--- src/rtl/mips_pkg.sv ---
// Shared definitions for the mips32 hazard/stall control slice.
// Stall lengths are counted in cycles that idexFlush is held high.
package mips_pkg;

    typedef enum logic {
        ST_RUN  = 1'b0,
        ST_HOLD = 1'b1
    } state_e;

    localparam int STALL_LOAD_BR = 2;
    localparam int STALL_ALU_BR  = 1;
    localparam int STALL_LOAD    = 1;

    localparam logic [4:0] REG_ZERO = 5'd0;

endpackage

--- src/rtl/hazard_reg_match.sv ---
// Flags a RAW dependency of one ID source register on one later-stage destination.
// Purely combinational; writes to r0 never count as a dependency.
module hazard_reg_match
    import mips_pkg::*;
(
    input  logic [4:0] src,
    input  logic       src_use,
    input  logic [4:0] dest,
    input  logic       we,
    output logic       hit
);

    assign hit = src_use & we & (dest != REG_ZERO) & (src == dest);

endmodule

--- src/rtl/hazard_stall_unit.sv ---
// Stall/flush controller: stalls and flushes assert in the same cycle the hazard is seen.
// memStall freezes the whole pipe and holds all internal state until it drops.
module hazard_stall_unit
    import mips_pkg::*;
#(
    parameter int CNT_W     = 32,
    parameter int MAX_STALL = 2
) (
    input  logic             clock,
    input  logic             reset,
    input  logic [4:0]       rsID,
    input  logic [4:0]       rtID,
    input  logic             usesRsID,
    input  logic             usesRtID,
    input  logic             branchID,
    input  logic             branchTakenID,
    input  logic             jumpID,
    input  logic [4:0]       destRegEX,
    input  logic             regWriteEX,
    input  logic             memReadEX,
    input  logic [4:0]       destRegMEM,
    input  logic             regWriteMEM,
    input  logic             memReadMEM,
    input  logic             memStall,
    output logic             pcWrite,
    output logic             ifidWrite,
    output logic             ifidFlush,
    output logic             idexFlush,
    output logic             pipeFreeze,
    output logic [CNT_W-1:0] stallCycles,
    output logic [CNT_W-1:0] flushCount
);

    localparam int CNT_SW = $clog2(MAX_STALL + 1);

    state_e            state_q, state_d;
    logic [CNT_SW-1:0] cnt_q, cnt_d;
    logic [CNT_W-1:0]  stall_cycles_q, stall_cycles_d;
    logic [CNT_W-1:0]  flush_count_q, flush_count_d;

    logic              rs_ex_hit, rt_ex_hit, rs_mem_hit, rt_mem_hit;
    logic              ex_hit, mem_hit;
    logic [CNT_SW-1:0] need;
    logic              stall;

    hazard_reg_match u_rs_ex  (.src(rsID), .src_use(usesRsID), .dest(destRegEX),
                               .we(regWriteEX),  .hit(rs_ex_hit));
    hazard_reg_match u_rt_ex  (.src(rtID), .src_use(usesRtID), .dest(destRegEX),
                               .we(regWriteEX),  .hit(rt_ex_hit));
    hazard_reg_match u_rs_mem (.src(rsID), .src_use(usesRsID), .dest(destRegMEM),
                               .we(regWriteMEM), .hit(rs_mem_hit));
    hazard_reg_match u_rt_mem (.src(rtID), .src_use(usesRtID), .dest(destRegMEM),
                               .we(regWriteMEM), .hit(rt_mem_hit));

    assign ex_hit  = rs_ex_hit | rt_ex_hit;
    assign mem_hit = rs_mem_hit | rt_mem_hit;

    // Branches compare in ID, so they also wait on results forwarding cannot deliver in time.
    always_comb begin
        need = '0;
        if (branchID && ex_hit && memReadEX) begin
            need = CNT_SW'(STALL_LOAD_BR);
        end else if (branchID && ex_hit) begin
            need = CNT_SW'(STALL_ALU_BR);
        end else if (branchID && mem_hit && memReadMEM) begin
            need = CNT_SW'(STALL_ALU_BR);
        end else if (!branchID && ex_hit && memReadEX) begin
            need = CNT_SW'(STALL_LOAD);
        end
    end

    assign stall = (state_q == ST_HOLD) || (need != '0);

    always_ff @(posedge clock) begin
        if (reset) begin
            state_q        <= ST_RUN;
            cnt_q          <= '0;
            stall_cycles_q <= '0;
            flush_count_q  <= '0;
        end else begin
            state_q        <= state_d;
            cnt_q          <= cnt_d;
            stall_cycles_q <= stall_cycles_d;
            flush_count_q  <= flush_count_d;
        end
    end

    always_comb begin
        state_d = state_q;
        cnt_d   = cnt_q;
        if (!memStall) begin
            case (state_q)
                ST_RUN: begin
                    if (need > CNT_SW'(1)) begin
                        state_d = ST_HOLD;
                        cnt_d   = need - CNT_SW'(1);
                    end
                end
                ST_HOLD: begin
                    cnt_d   = (cnt_q == '0) ? '0 : cnt_q - CNT_SW'(1);
                    state_d = (cnt_d == '0) ? ST_RUN : ST_HOLD;
                end
                default: begin
                    state_d = ST_RUN;
                    cnt_d   = '0;
                end
            endcase
        end
    end

    always_comb begin
        pcWrite    = 1'b1;
        ifidWrite  = 1'b1;
        ifidFlush  = 1'b0;
        idexFlush  = 1'b0;
        pipeFreeze = 1'b0;
        if (reset) begin
            pcWrite   = 1'b0;
            ifidWrite = 1'b0;
            ifidFlush = 1'b1;
            idexFlush = 1'b1;
        end else if (memStall) begin
            pcWrite    = 1'b0;
            ifidWrite  = 1'b0;
            pipeFreeze = 1'b1;
        end else if (stall) begin
            pcWrite   = 1'b0;
            ifidWrite = 1'b0;
            idexFlush = 1'b1;
        end else if (branchTakenID || jumpID) begin
            ifidFlush = 1'b1;
        end
    end

    assign stall_cycles_d = stall_cycles_q + CNT_W'(idexFlush);
    assign flush_count_d  = flush_count_q + CNT_W'(ifidFlush);
    assign stallCycles    = stall_cycles_q;
    assign flushCount     = flush_count_q;

endmodule

--- config.mk ---
export PLATFORM = sky130hd
export DESIGN_NAME = hazard_stall_unit
export DESIGN_NICKNAME = d
export VERILOG_FILES = /design/src/rtl/mips_pkg.sv /design/src/rtl/hazard_reg_match.sv /design/src/rtl/hazard_stall_unit.sv
export SDC_FILE = /design/constraint.sdc
export NUM_CORES = 1
export LEC_CHECK = 0
export CORE_MARGIN = 5
export CORE_UTILIZATION = 41
export CTS_BUF_LIST = sky130_fd_sc_hd__clkbuf_4
export CTS_CLUSTER_DIAMETER = 30
export DETAILED_ROUTE_END_ITERATION = 6
export DONT_BUFFER_PORTS = 1
export MAX_ROUTING_LAYER = met4
export PLACE_DENSITY_LB_ADDON = 0.2
export SLEW_MARGIN = 30
export SYNTH_ARGS = -nofsm -noshare
export SYNTH_HDL_FRONTEND = slang
export SYNTH_SLANG_ARGS = --single-unit
export TNS_END_PERCENT = 30
--- constraint.sdc ---
create_clock -name clock -period 4.45 [get_ports clock]
set_clock_uncertainty 0.2 [all_clocks]
set_input_delay 0.445 -clock clock [delete_from_list [all_inputs] [get_ports clock]]
set_output_delay 0.445 -clock clock [all_outputs]
set_load 0.05 [all_outputs]
Yosys cells after proc, flatten, opt, wreduce, memory -nomap -nowiden:

Index checks and enable logic that the tools add are counted.

* muxes and demuxes: 22
* $lt $le $gt $ge: 1
* div/mod/pow operators: 0
* shift operators: 0
* add/sub/neg operators: 4
* reductions and logical operators: 15
* bitwise gates (word level): 16
* equal/unequal tests: 5
* multipliers: 0

Operators with widths (count)
* $add A32 B1 Y32: 2
* $eq A5 B5 Y1: 4
* $mux W1: 17
* $and A1 B1 Y1: 12
* $reduce_bool A5 Y1: 2
* $logic_and A1 B1 Y1: 6
* $mux W2: 3
* $logic_not A2 Y1: 2
* $pmux W2 S2: 1
* $sub A2 B1 Y2 const B: 2
* $gt A2 B1 Y1 const B: 1
* $logic_or A1 B1 Y1: 2
* $ne A2 B2 Y1 const B: 1
* $not A1 Y1: 2
* $or A1 B1 Y1: 2
* $pmux W1 S2: 1
* $reduce_and A2 Y1: 1
* $reduce_bool A2 Y1: 1
* $logic_not A1 Y1: 1

* bits in read-only memories: 0
* memory bits (writable): 0
* word-level logic and storage cells: 67
* bits in latches: 0
* memories: 0
* register bits after elaboration: 67
* output and inout port bits: 69
* input port bits: 32

Longest topological paths before layout:

Gate-level depths: netlist of the first run.

* depth in word-level cells: 16
* gate-level depth with buffers: 15
* depth with buffers taken out: 15

Modules after synthesis:

Synthesis of the first run repeated with hierarchy kept, for this count alone.

* cell total of the unflattened synthesis: 417
* area, all modules: 3515.9 um^2

By module, submodules not included
* hazard_stall_unit: cells each 377, times used 1, area an instance 3210.6 um^2, sequential area each 1341.3 um^2
* hazard_reg_match: cells each 10, times used 4, area an instance 76.3 um^2, sequential area each 0.0 um^2

Least setup slack after synthesis of the first run:

OpenSTA, ideal clock, no wires.

* kind: in2reg
* from: in destRegEX[3]
* to: reg stall_cycles_q[11], in the netlist stallCycles[11]
* data arrival time: 4.454 ns
* setup time: 0.070 ns
* cell stages on the path: 13
* path slack: -0.274 ns
* path buffers: 1
* cells stage by stage: xor2_1 -> nor4_1 -> a32oi_1 -> or3_1 -> ha_1 -> nor2b_1 -> o21ai_0 -> ha_1 -> and3_1 -> or3b_2 -> clkbuf_1 -> or3_1 -> a21oi_1

* cells in the longest elaborated chain, start to end: 16
* elaborated cells between the ends (all ways): 22
* classes of those cells: add/sub: 1; eq/ne: 2; mux: 7; bitwise: 5; reduce/logical: 7

Ends and longest elaborated chain
* start, declared: line hazard_stall_unit.sv:18 `input logic [4:0] destRegEX,`
* $reduce_bool A5 Y1: line hazard_reg_match.sv:13 `assign hit = src_use & we & (dest != REG_ZERO) & (src == dest);`
* $and A1 B1 Y1 (2 in series): line hazard_reg_match.sv:13
* $or A1 B1 Y1 (*): line hazard_stall_unit.sv:55 `assign ex_hit = rs_ex_hit | rt_ex_hit;`
* $logic_and A1 B1 Y1 (2 in series): line hazard_stall_unit.sv:67 `end else if (!branchID && ex_hit && memReadEX) begin`
* $mux W1: line hazard_stall_unit.sv:67
* $mux W1: line hazard_stall_unit.sv:65 `end else if (branchID && mem_hit && memReadMEM) begin`
* $mux W1: line hazard_stall_unit.sv:63 `end else if (branchID && ex_hit) begin`
* $mux W2 (*): line hazard_stall_unit.sv:61 `if (branchID && ex_hit && memReadEX) begin`
* $reduce_bool A2 Y1 (*): line hazard_stall_unit.sv:72 `assign stall = (state_q == ST_HOLD) || (need != '0);`
* $logic_or A1 B1 Y1 (*): line hazard_stall_unit.sv:72
* $mux W1 (*): line hazard_stall_unit.sv:126 `end else if (stall) begin`
* $mux W1 (*): line hazard_stall_unit.sv:122 `end else if (memStall) begin`
* $mux W1 (*): line hazard_stall_unit.sv:117 `if (reset) begin`
* net idexFlush: line hazard_stall_unit.sv:28 `output logic idexFlush,`
* $add A32 B1 Y32 (*): line hazard_stall_unit.sv:135 `assign stall_cycles_d = stall_cycles_q + CNT_W'(idexFlush);`
* end signal, assigned: line hazard_stall_unit.sv:83 `stall_cycles_q <= stall_cycles_d;`
* end, declared: line hazard_stall_unit.sv:38 `logic [CNT_W-1:0] stall_cycles_q, stall_cycles_d;`

Mark *: on every way through the listed nets, which the timed path passes. The rest lies on a longest branch.
A chain may end at the register's enable or synchronous reset.

Worst setup path in the final report of the first run:

* from: in destRegEX[3]
* to: reg flush_count_q[26], in the netlist flushCount[26]

* cells in the longest elaborated chain, start to end: 16
* elaborated cells between the ends (all ways): 22
* classes of those cells: add/sub: 1; eq/ne: 2; mux: 7; bitwise: 5; reduce/logical: 7

Ends and longest elaborated chain
* $reduce_bool A5 Y1: line hazard_reg_match.sv:13
* $and A1 B1 Y1 (2 in series): line hazard_reg_match.sv:13
* $or A1 B1 Y1 (*): line hazard_stall_unit.sv:55
* $logic_and A1 B1 Y1 (2 in series): line hazard_stall_unit.sv:67
* $mux W1: line hazard_stall_unit.sv:67
* $mux W1: line hazard_stall_unit.sv:65
* $mux W1: line hazard_stall_unit.sv:63
* $mux W2 (*): line hazard_stall_unit.sv:61
* $reduce_bool A2 Y1 (*): line hazard_stall_unit.sv:72
* $logic_or A1 B1 Y1 (*): line hazard_stall_unit.sv:72
* $mux W1 (*): line hazard_stall_unit.sv:126
* $mux W1 (*): line hazard_stall_unit.sv:122
* $mux W1 (*): line hazard_stall_unit.sv:117
* $add A32 B1 Y32 (*): line hazard_stall_unit.sv:136 `assign flush_count_d = flush_count_q + CNT_W'(ifidFlush);`
* end signal, assigned: line hazard_stall_unit.sv:84 `flush_count_q <= flush_count_d;`
* end, declared: line hazard_stall_unit.sv:39 `logic [CNT_W-1:0] flush_count_q, flush_count_d;`

Every way passes the cells marked *; elsewhere a longest branch is shown, timed or not.

==> metrics.log, run 1 <==
[metrics] outcome: finished, final reports clean
[metrics] via count of the first global-routing pass: 2489
[metrics] Final Critical Period: 3.50 ns
[metrics] r2r startpoint: flushCount[7]$_SDFF_PP0_
[metrics] cell family contributing the most delay on the critical path: simple AND/OR/NAND/NOR gates
[metrics] die extent in y: 101 um
[metrics] r2r setup slk: 1.75 ns
[metrics] remaining global-route overflow: 0
[metrics] clock transition at the registers of the reported paths: 0.13 ns
[metrics] CTS tree: built
[metrics] internal cell power: 0.856 mW
[metrics] Slew Limit Fails: 0
[metrics] met1 Track Usage GR: 19.3%
[metrics] routability congestion estimate: 0.770
[metrics] gr busiest metal: met2
[metrics] cell accounting for the most synthesized area: sky130_fd_sc_hd__dfxtp_1
[metrics] CP most frequent cell: sky130_fd_sc_hd__ha_1
[metrics] width of the chip: 101 um
[metrics] largest net degree at the start of global routing: 66
[metrics] FF-to-FF End: flushCount[31]$_SDFF_PP0_
[metrics] First-pass DRT Iterations: 4
[metrics] Switching Share: 25.4%
[metrics] area growth from synthesis to layout: 9.03%
[metrics] power share of the sequential group: 54.7%
[metrics] number of distinct standard cells referenced by the synthesized netlist: 45
[metrics] floorplan row count: 33
[metrics] critical path arrival: 3.61 ns
[metrics] Worst Path Class, Setup: in2reg
[metrics] count of max-cap constraint violations: 0
[metrics] relative max-transition margin: 37.4%
[metrics] number of levels the H-tree was split into: 3
[metrics] global-route wire length before repair: 12500 um
[metrics] initial antenna violation count: 0
[metrics] number of synthesized register bits: 67
[metrics] initial cell density of the core: 41.7%
[metrics] I/O pins: 101
[metrics] Max Fclk: 0.286 GHz
[metrics] share of power burned in combinational logic: 5.2%
[metrics] total routing usage reported by global routing: 15.8%
[metrics] hold_sp: reset
[metrics] startpoint type of the worst setup path: primary input
[metrics] post-route cell area: 0.00372 sq mm
[metrics] fraction of synthesized cell area taken by the top area cell type: 39.4%
[metrics] sum of buffers and inverters on the critical path: 0
[metrics] number of DRC markers in iteration 0: 86
[metrics] routing usage on met3: 6.68%
[metrics] cell type of the slowest stage on the worst timing path: sky130_fd_sc_hd__or3_1
[metrics] most common flop cell mapped by yosys: sky130_fd_sc_hd__dfxtp_1
[metrics] Post-DP HPWL: 5570 um
[metrics] Syn Area/Cell: 8.69 sq um
[metrics] routed vias/inst: 5.27
[metrics] YS warnings: 0
[metrics] syn_nets: 429
[metrics] Worst Hold Class: in2reg
[metrics] setup tns final: 0 ns
[metrics] final worst path period share: 78.6%
[metrics] unrepaired setup endpoints after global routing: no
[metrics] Synth Cell Area: 0.00341 sq mm
[metrics] clock sink total: 67
[metrics] buffers from clock root to sink, at most: 2
[metrics] top fanout value on the critical path: 4
[metrics] final antenna diode count: 0
[metrics] Routed WL per cell: 15.4 um
[metrics] WHS Path Cells: 2
[metrics] DR vias: 2669
[metrics] area of the die: 0.0102 sq mm
[metrics] sequential-to-total area share from yosys stat: 39.4%
[metrics] PD cells: 309 mW/mm^2
[metrics] net switching power: 0.291 mW
[metrics] post-cts sizing count: 0
[metrics] cell chain of the critical path: xor2_1, nor4_1, a32oi_1, or2_2, a21oi_1, ha_1, nand2_1, o21ai_1, ha_1, ha_1, nand2_1, or3_1, nor4_1, xnor2_1, nor2_1
[metrics] Final Setup Violations: 0
[metrics] Post-CTS Hold Buffers: 2
[metrics] number of fillers in the final layout: 839
[metrics] number of CTS-inserted buffers: 9
[metrics] drt total wl: 7820 um
[metrics] layout cells sized above 1: 10.2%
[metrics] Reg2Reg Depth: 5
[metrics] net count reported at finish: 433
[metrics] number of setup buffers added after CTS: 0
[metrics] fraction of registers with async set/reset: 0%
[metrics] slowest stage delay, CP: 0.45 ns
[metrics] Gate Count Post-Synth: 392
[metrics] destination of the worst hold path: flushCount[30]$_SDFF_PP0_
[metrics] met2 track demand over resource in global routing: 23.8%
[metrics] leakage power of the design: 1.26 nW
[metrics] Port Buffer Count: 0
[metrics] required time reported for the critical path endpoint: 4.56 ns
[metrics] root buffer cell: sky130_fd_sc_hd__clkbuf_4
[metrics] remaining antenna violation count: 0
[metrics] insertion delay to the later sink of the worst-skew pair: 0.40 ns
[metrics] area of placed instances: 0.00352 sq mm
[metrics] Worst VDD drop: 0.000114 V
[metrics] type of element capturing the critical path: flip-flop
[metrics] Post-synth EDFFs: 0
[metrics] final hold violation count: 0
[metrics] residual DRC count: 0
[metrics] synth top area cells: sky130_fd_sc_hd__dfxtp_1, sky130_fd_sc_hd__xor2_1, sky130_fd_sc_hd__xnor2_1
[metrics] placeable core area: 0.00818 sq mm
[metrics] clock group share of total power: 40.1%
[metrics] WP depth: 15
[metrics] transition at the pin with the smallest max-transition slack: 0.937 ns
-- worst reg2reg max path: stages, from the launching register on --
cell,delay (ns)
sky130_fd_sc_hd__dfxtp_1,0.76
sky130_fd_sc_hd__nand4_1,0.35
sky130_fd_sc_hd__nor4_4,0.45
sky130_fd_sc_hd__nand4_1,0.19
sky130_fd_sc_hd__or4_1,0.54
sky130_fd_sc_hd__a21oi_1,0.14
-- cell usage after synthesis, types with 2 or more instances --
master and instances:
sky130_fd_sc_hd__dfxtp_1 67, sky130_fd_sc_hd__nor2_1 67, sky130_fd_sc_hd__xor2_1 39, sky130_fd_sc_hd__xnor2_1 38
sky130_fd_sc_hd__nand3_1 23, sky130_fd_sc_hd__nand2_1 20, sky130_fd_sc_hd__nand4_1 14, sky130_fd_sc_hd__clkbuf_1 11
sky130_fd_sc_hd__a21oi_1 10, sky130_fd_sc_hd__nor3_1 10, sky130_fd_sc_hd__inv_1 9, sky130_fd_sc_hd__nor2b_1 9
sky130_fd_sc_hd__nor4_1 9, sky130_fd_sc_hd__and3_1 7, sky130_fd_sc_hd__o21ai_0 6, sky130_fd_sc_hd__ha_1 5
sky130_fd_sc_hd__nor4_2 5, sky130_fd_sc_hd__or3_1 5, sky130_fd_sc_hd__and2_1 3, sky130_fd_sc_hd__nand4_2 3
sky130_fd_sc_hd__or4_1 3, sky130_fd_sc_hd__and4_1 2, sky130_fd_sc_hd__buf_4 2, sky130_fd_sc_hd__nor4_4 2
sky130_fd_sc_hd__nor4b_1 2, sky130_fd_sc_hd__or4_4 2
-- layout make-up --
class / instances / area (sq um) / area share, %
multi-input cells: 300 / 1960 / 52.7
flip-flops and latches: 67 / 1340 / 36.1
well taps: 105 / 131 / 3.54
clock inverters: 7 / 92.6 / 2.49
repair buffers: 9 / 90.1 / 2.42
clock buffers: 9 / 67.6 / 1.82
inverters: 9 / 33.8 / 0.909
-- through the flow --
stage          power [mW]  setup WS [ns]  hold slack, ns  util (%)  instances
2_1_floorplan       0.688          0.170           0.321         -        392
3_3_place_gp        0.688          0.517           0.323      43.0        488
3_5_place_dp        0.689          0.482           0.328      43.0        488
4_1_cts              1.17          0.934          0.0172      45.5        506
5_1_grt              1.20          0.626         0.00414      45.5        506
6_report             1.15          0.950          0.0589      45.5        506
-- metal layers --
layer  wire (um)  part of all wire [%]
met1        3540                    45
met2        3560                    46
met3         641                   8.2
met4          78                   1.0
met5           0                     0
-- power groups by stage --
stage,clock [mW],sequential [mW],combinational (mW)
5_1_grt,0.506,0.629,0.0669
2_1_floorplan,0,0.638,0.0497
4_1_cts,0.483,0.628,0.0612
6_report,0.460,0.627,0.0600
3_3_place_gp,0,0.641,0.0473
3_5_place_dp,0,0.641,0.0477
-- placed cells by master (no fill, tap or decap), drive strengths merged, types with 10 or more instances in the layout --
cell and count:
nor4 16, xor2 39, nand3 24, a21oi 10, dfxtp 67, nor2 67, nand2 20, nand4 17
xnor2 38, nor3 10
-- worst max-delay path by stage --
stage | startpoint | to | slack [ns]
floorplan | destRegEX[3] | stallCycles[11]$_SDFF_PP0_ | 0.17
global placement | destRegEX[3] | flushCount[26]$_SDFF_PP0_ | 0.52
detailed placement | destRegEX[3] | flushCount[26]$_SDFF_PP0_ | 0.48
CTS | destRegEX[3] | flushCount[26]$_SDFF_PP0_ | 0.93
global route | destRegEX[3] | flushCount[26]$_SDFF_PP0_ | 0.63
finish | destRegEX[3] | flushCount[26]$_SDFF_PP0_ | 0.95
-- sequential cells by signal, indices dropped and copies added (netlist names) --
name and count:
cnt_q 2, flushCount 32, stallCycles 32, state_q 1
-- cells by family after synthesis --
group	Yosys count	synth area share, %
buffers and inverters	25	3.23
AO/OA/AOI/OAI	24	4.26
flip-flops	67	39.4
AND/OR/NAND/NOR	193	31.2
XOR/XNOR	77	19.8
multiplexers	1	0.294
adder cells (fa/ha/maj)	5	1.84
No activity file was read; power rests on OpenSTA's default activity.
==> run 2: changes to the inputs <==
==> constraint.sdc (replaced) <==
create_clock -name clock -period 3.6 [get_ports clock]
set_clock_uncertainty 0.2 [all_clocks]
set_input_delay 0.36 -clock clock [delete_from_list [all_inputs] [get_ports clock]]
set_output_delay 0.36 -clock clock [all_outputs]
set_load 0.05 [all_outputs]
==> run 2 against run 1 <==
- setup slack worse by 0.52 ns
- die area unchanged
- via count increased by 1.1%
- non-clock buffer count rose by 17
- final cell count increased by 3.4%
- global-route usage shrank 0.25 points
- final area up 6.4%
- flip-flop and latch count unchanged
- power is 23% higher
- critical path depth did not move
- worst hold slack worse by 0.026 ns
- sequential power rose by 24%
- highest routed layer unchanged
==> metrics.log, run 2 (synthesized netlist as in run 1, its figures left out) <==
[metrics] worst hold margin: 0.0328 ns
[metrics] routability congestion estimate: 0.823
[metrics] required time reported for the critical path endpoint: 3.69 ns
[metrics] buffers from clock root to sink, at most: 2
[metrics] utilization after layout: 48.4%
[metrics] outcome: finished, final reports clean
[metrics] First-pass DRT Iterations: 4
[metrics] Final Critical Period: 3.16 ns
[metrics] I/O pins: 101
[metrics] Slew Limit Fails: 0
[metrics] commonest non-fill, non-tap cells in the layout: sky130_fd_sc_hd__dfxtp_1, sky130_fd_sc_hd__nor2_1, sky130_fd_sc_hd__xor2_1, sky130_fd_sc_hd__xnor2_1, sky130_fd_sc_hd__buf_4
[metrics] final worst path period share: 87.9%
[metrics] initial cell density of the core: 41.7%
[metrics] number of setup buffers added after CTS: 0
[metrics] setup tns final: 0 ns
[metrics] number of DRC markers in iteration 0: 102
[metrics] global-route wire length before repair: 12500 um
[metrics] Worst VDD drop: 0.000194 V
[metrics] net count reported at finish: 450
[metrics] number of fillers in the final layout: 811
[metrics] floorplan row count: 33
[metrics] area of the die: 0.0102 sq mm
[metrics] width of the chip: 101 um
[metrics] PD cells: 357 mW/mm^2
[metrics] clock transition at the registers of the reported paths: 0.12 ns
[metrics] slowest stage delay, CP: 0.46 ns
[metrics] placeable core area: 0.00818 sq mm
[metrics] post-route cell area: 0.00395 sq mm
[metrics] critical path arrival: 3.26 ns
[metrics] remaining global-route overflow: 0
[metrics] cell chain of the critical path: xor2_1, nor4_1, a32oi_1, or2_4, a21oi_2, ha_2, nand2_1, o21ai_4, ha_4, ha_4, nand2_2, or3_4, nor4_4, xnor2_1, nor2_1
[metrics] most common library cell in the layout ignoring fill and taps: sky130_fd_sc_hd__dfxtp_1
[metrics] leakage power of the design: 1.38 nW
[metrics] initial antenna violation count: 0
[metrics] unrepaired setup endpoints after global routing: no
[metrics] routed vias/inst: 5.16
[metrics] Port Buffer Count: 0
[metrics] area of placed instances: 0.00376 sq mm
[metrics] area growth from synthesis to layout: 16.0%
[metrics] relative max-transition margin: 37.5%
[metrics] Post-DP HPWL: 5610 um
[metrics] count of max-cap constraint violations: 0
[metrics] via count of the first global-routing pass: 2653
[metrics] type of element capturing the critical path: flip-flop
[metrics] sum of buffers and inverters on the critical path: 0
[metrics] insertion delay to the later sink of the worst-skew pair: 0.39 ns
[metrics] clock sink total: 67
[metrics] Routed WL per cell: 14.7 um
[metrics] number of levels the H-tree was split into: 3
[metrics] remaining antenna violation count: 0
[metrics] total routing usage reported by global routing: 15.5%
[metrics] CP most frequent cell: sky130_fd_sc_hd__ha_4
[metrics] die extent in y: 101 um
[metrics] Max Fclk: 0.316 GHz
[metrics] final hold violation count: 0
[metrics] number of CTS-inserted buffers: 9
[metrics] DR vias: 2698
[metrics] Final Setup Violations: 0
[metrics] top fanout value on the critical path: 4
[metrics] transition at the pin with the smallest max-transition slack: 0.935 ns
[metrics] startpoint type of the worst setup path: primary input
[metrics] cell family contributing the most delay on the critical path: simple AND/OR/NAND/NOR gates
[metrics] final antenna diode count: 0
[metrics] Worst Hold Class: in2reg
[metrics] drt total wl: 7670 um
[metrics] CTS tree: built
[metrics] cell type of the slowest stage on the worst timing path: sky130_fd_sc_hd__or3_4
[metrics] Worst Path Class, Setup: in2reg
[metrics] layout cells sized above 1: 17.2%
[metrics] residual DRC count: 0
[metrics] root buffer cell: sky130_fd_sc_hd__clkbuf_4
[metrics] largest net degree at the start of global routing: 68
-- run 2: cell count changes in the layout (fill, tap and decap cells not counted), sizes merged --
| cell | previous run | this run |
|---|---|---|
| buf | 8 | 25 |
-- run 2: worst paths after layout --
| kind | start | to | slack, ns | depth (start not counted) |
|---|---|---|---|---|
| setup / recovery | destRegEX[0] | flushCount[26]$_SDFF_PP0_ | 0.44 | 15 |
| hold / removal | memStall | cnt_q[0]$_SDFFE_PP0P_ | 0.03 | 2 |
| setup reg to reg | flushCount[9]$_SDFF_PP0_ | flushCount[31]$_SDFF_PP0_ | 0.90 | 5 |
| hold reg to reg | cnt_q[1]$_SDFFE_PP0P_ | cnt_q[1]$_SDFFE_PP0P_ | 0.39 | 2 |
-- run 2: report_power, final --
part / switching (mW) / total [mW] / internal (mW)
Combinational: 0.0452 / 0.0805 / 0.0354
Clock: 0.275 / 0.554 / 0.279
Sequential: 0.0296 / 0.777 / 0.747
Total: 0.350 / 1.41 / 1.06
-- run 2: layout make-up --
cell class / instances / area [sq um] / area share (%)
tap: 105 / 131 / 3.32
multi-input combinational: 300 / 2070 / 52.3
sequential: 67 / 1340 / 33.9
clock buffer: 9 / 67.6 / 1.71
timing repair buffer: 26 / 218 / 5.51
clock inverter: 7 / 92.6 / 2.34
inverter: 9 / 33.8 / 0.854
-- run 2: metrics by stage --
step | total power, mW | instances | setup WS, ns
2_1_floorplan | 0.860 | 392 | 0.00362
3_3_place_gp | 0.859 | 505 | 0.0547
3_5_place_dp | 0.860 | 505 | -0.00924
4_1_cts | 1.44 | 523 | 0.433
5_1_grt | 1.48 | 523 | 0.262
6_report | 1.41 | 523 | 0.435
-- run 2: worst register-to-register path, delay by kind of cell, from the launching register on --
family             cells  cell delay (ns)
and+or+nand+nor        4             1.57
DFF                    1             0.72
AOI/OAI and AO/OA      1             0.15
-- run 2: per-layer routing --
metal | wire length, um | vias up | track usage [%]
met5 | 0 | - | -
met2 | 3590 | 74 | 24.2
met3 | 572 | 4 | 4.89
met4 | 69 | 0 | 6.24
li1 | - | 1395 | -
met1 | 3440 | 1225 | 18.6
-- run 2: repair_timing --
action,4_1_cts,5_1_grt
hold endpoints to repair,66,0
resized for setup,0,0
setup endpoints to repair,0,0
hold buffers,2,0
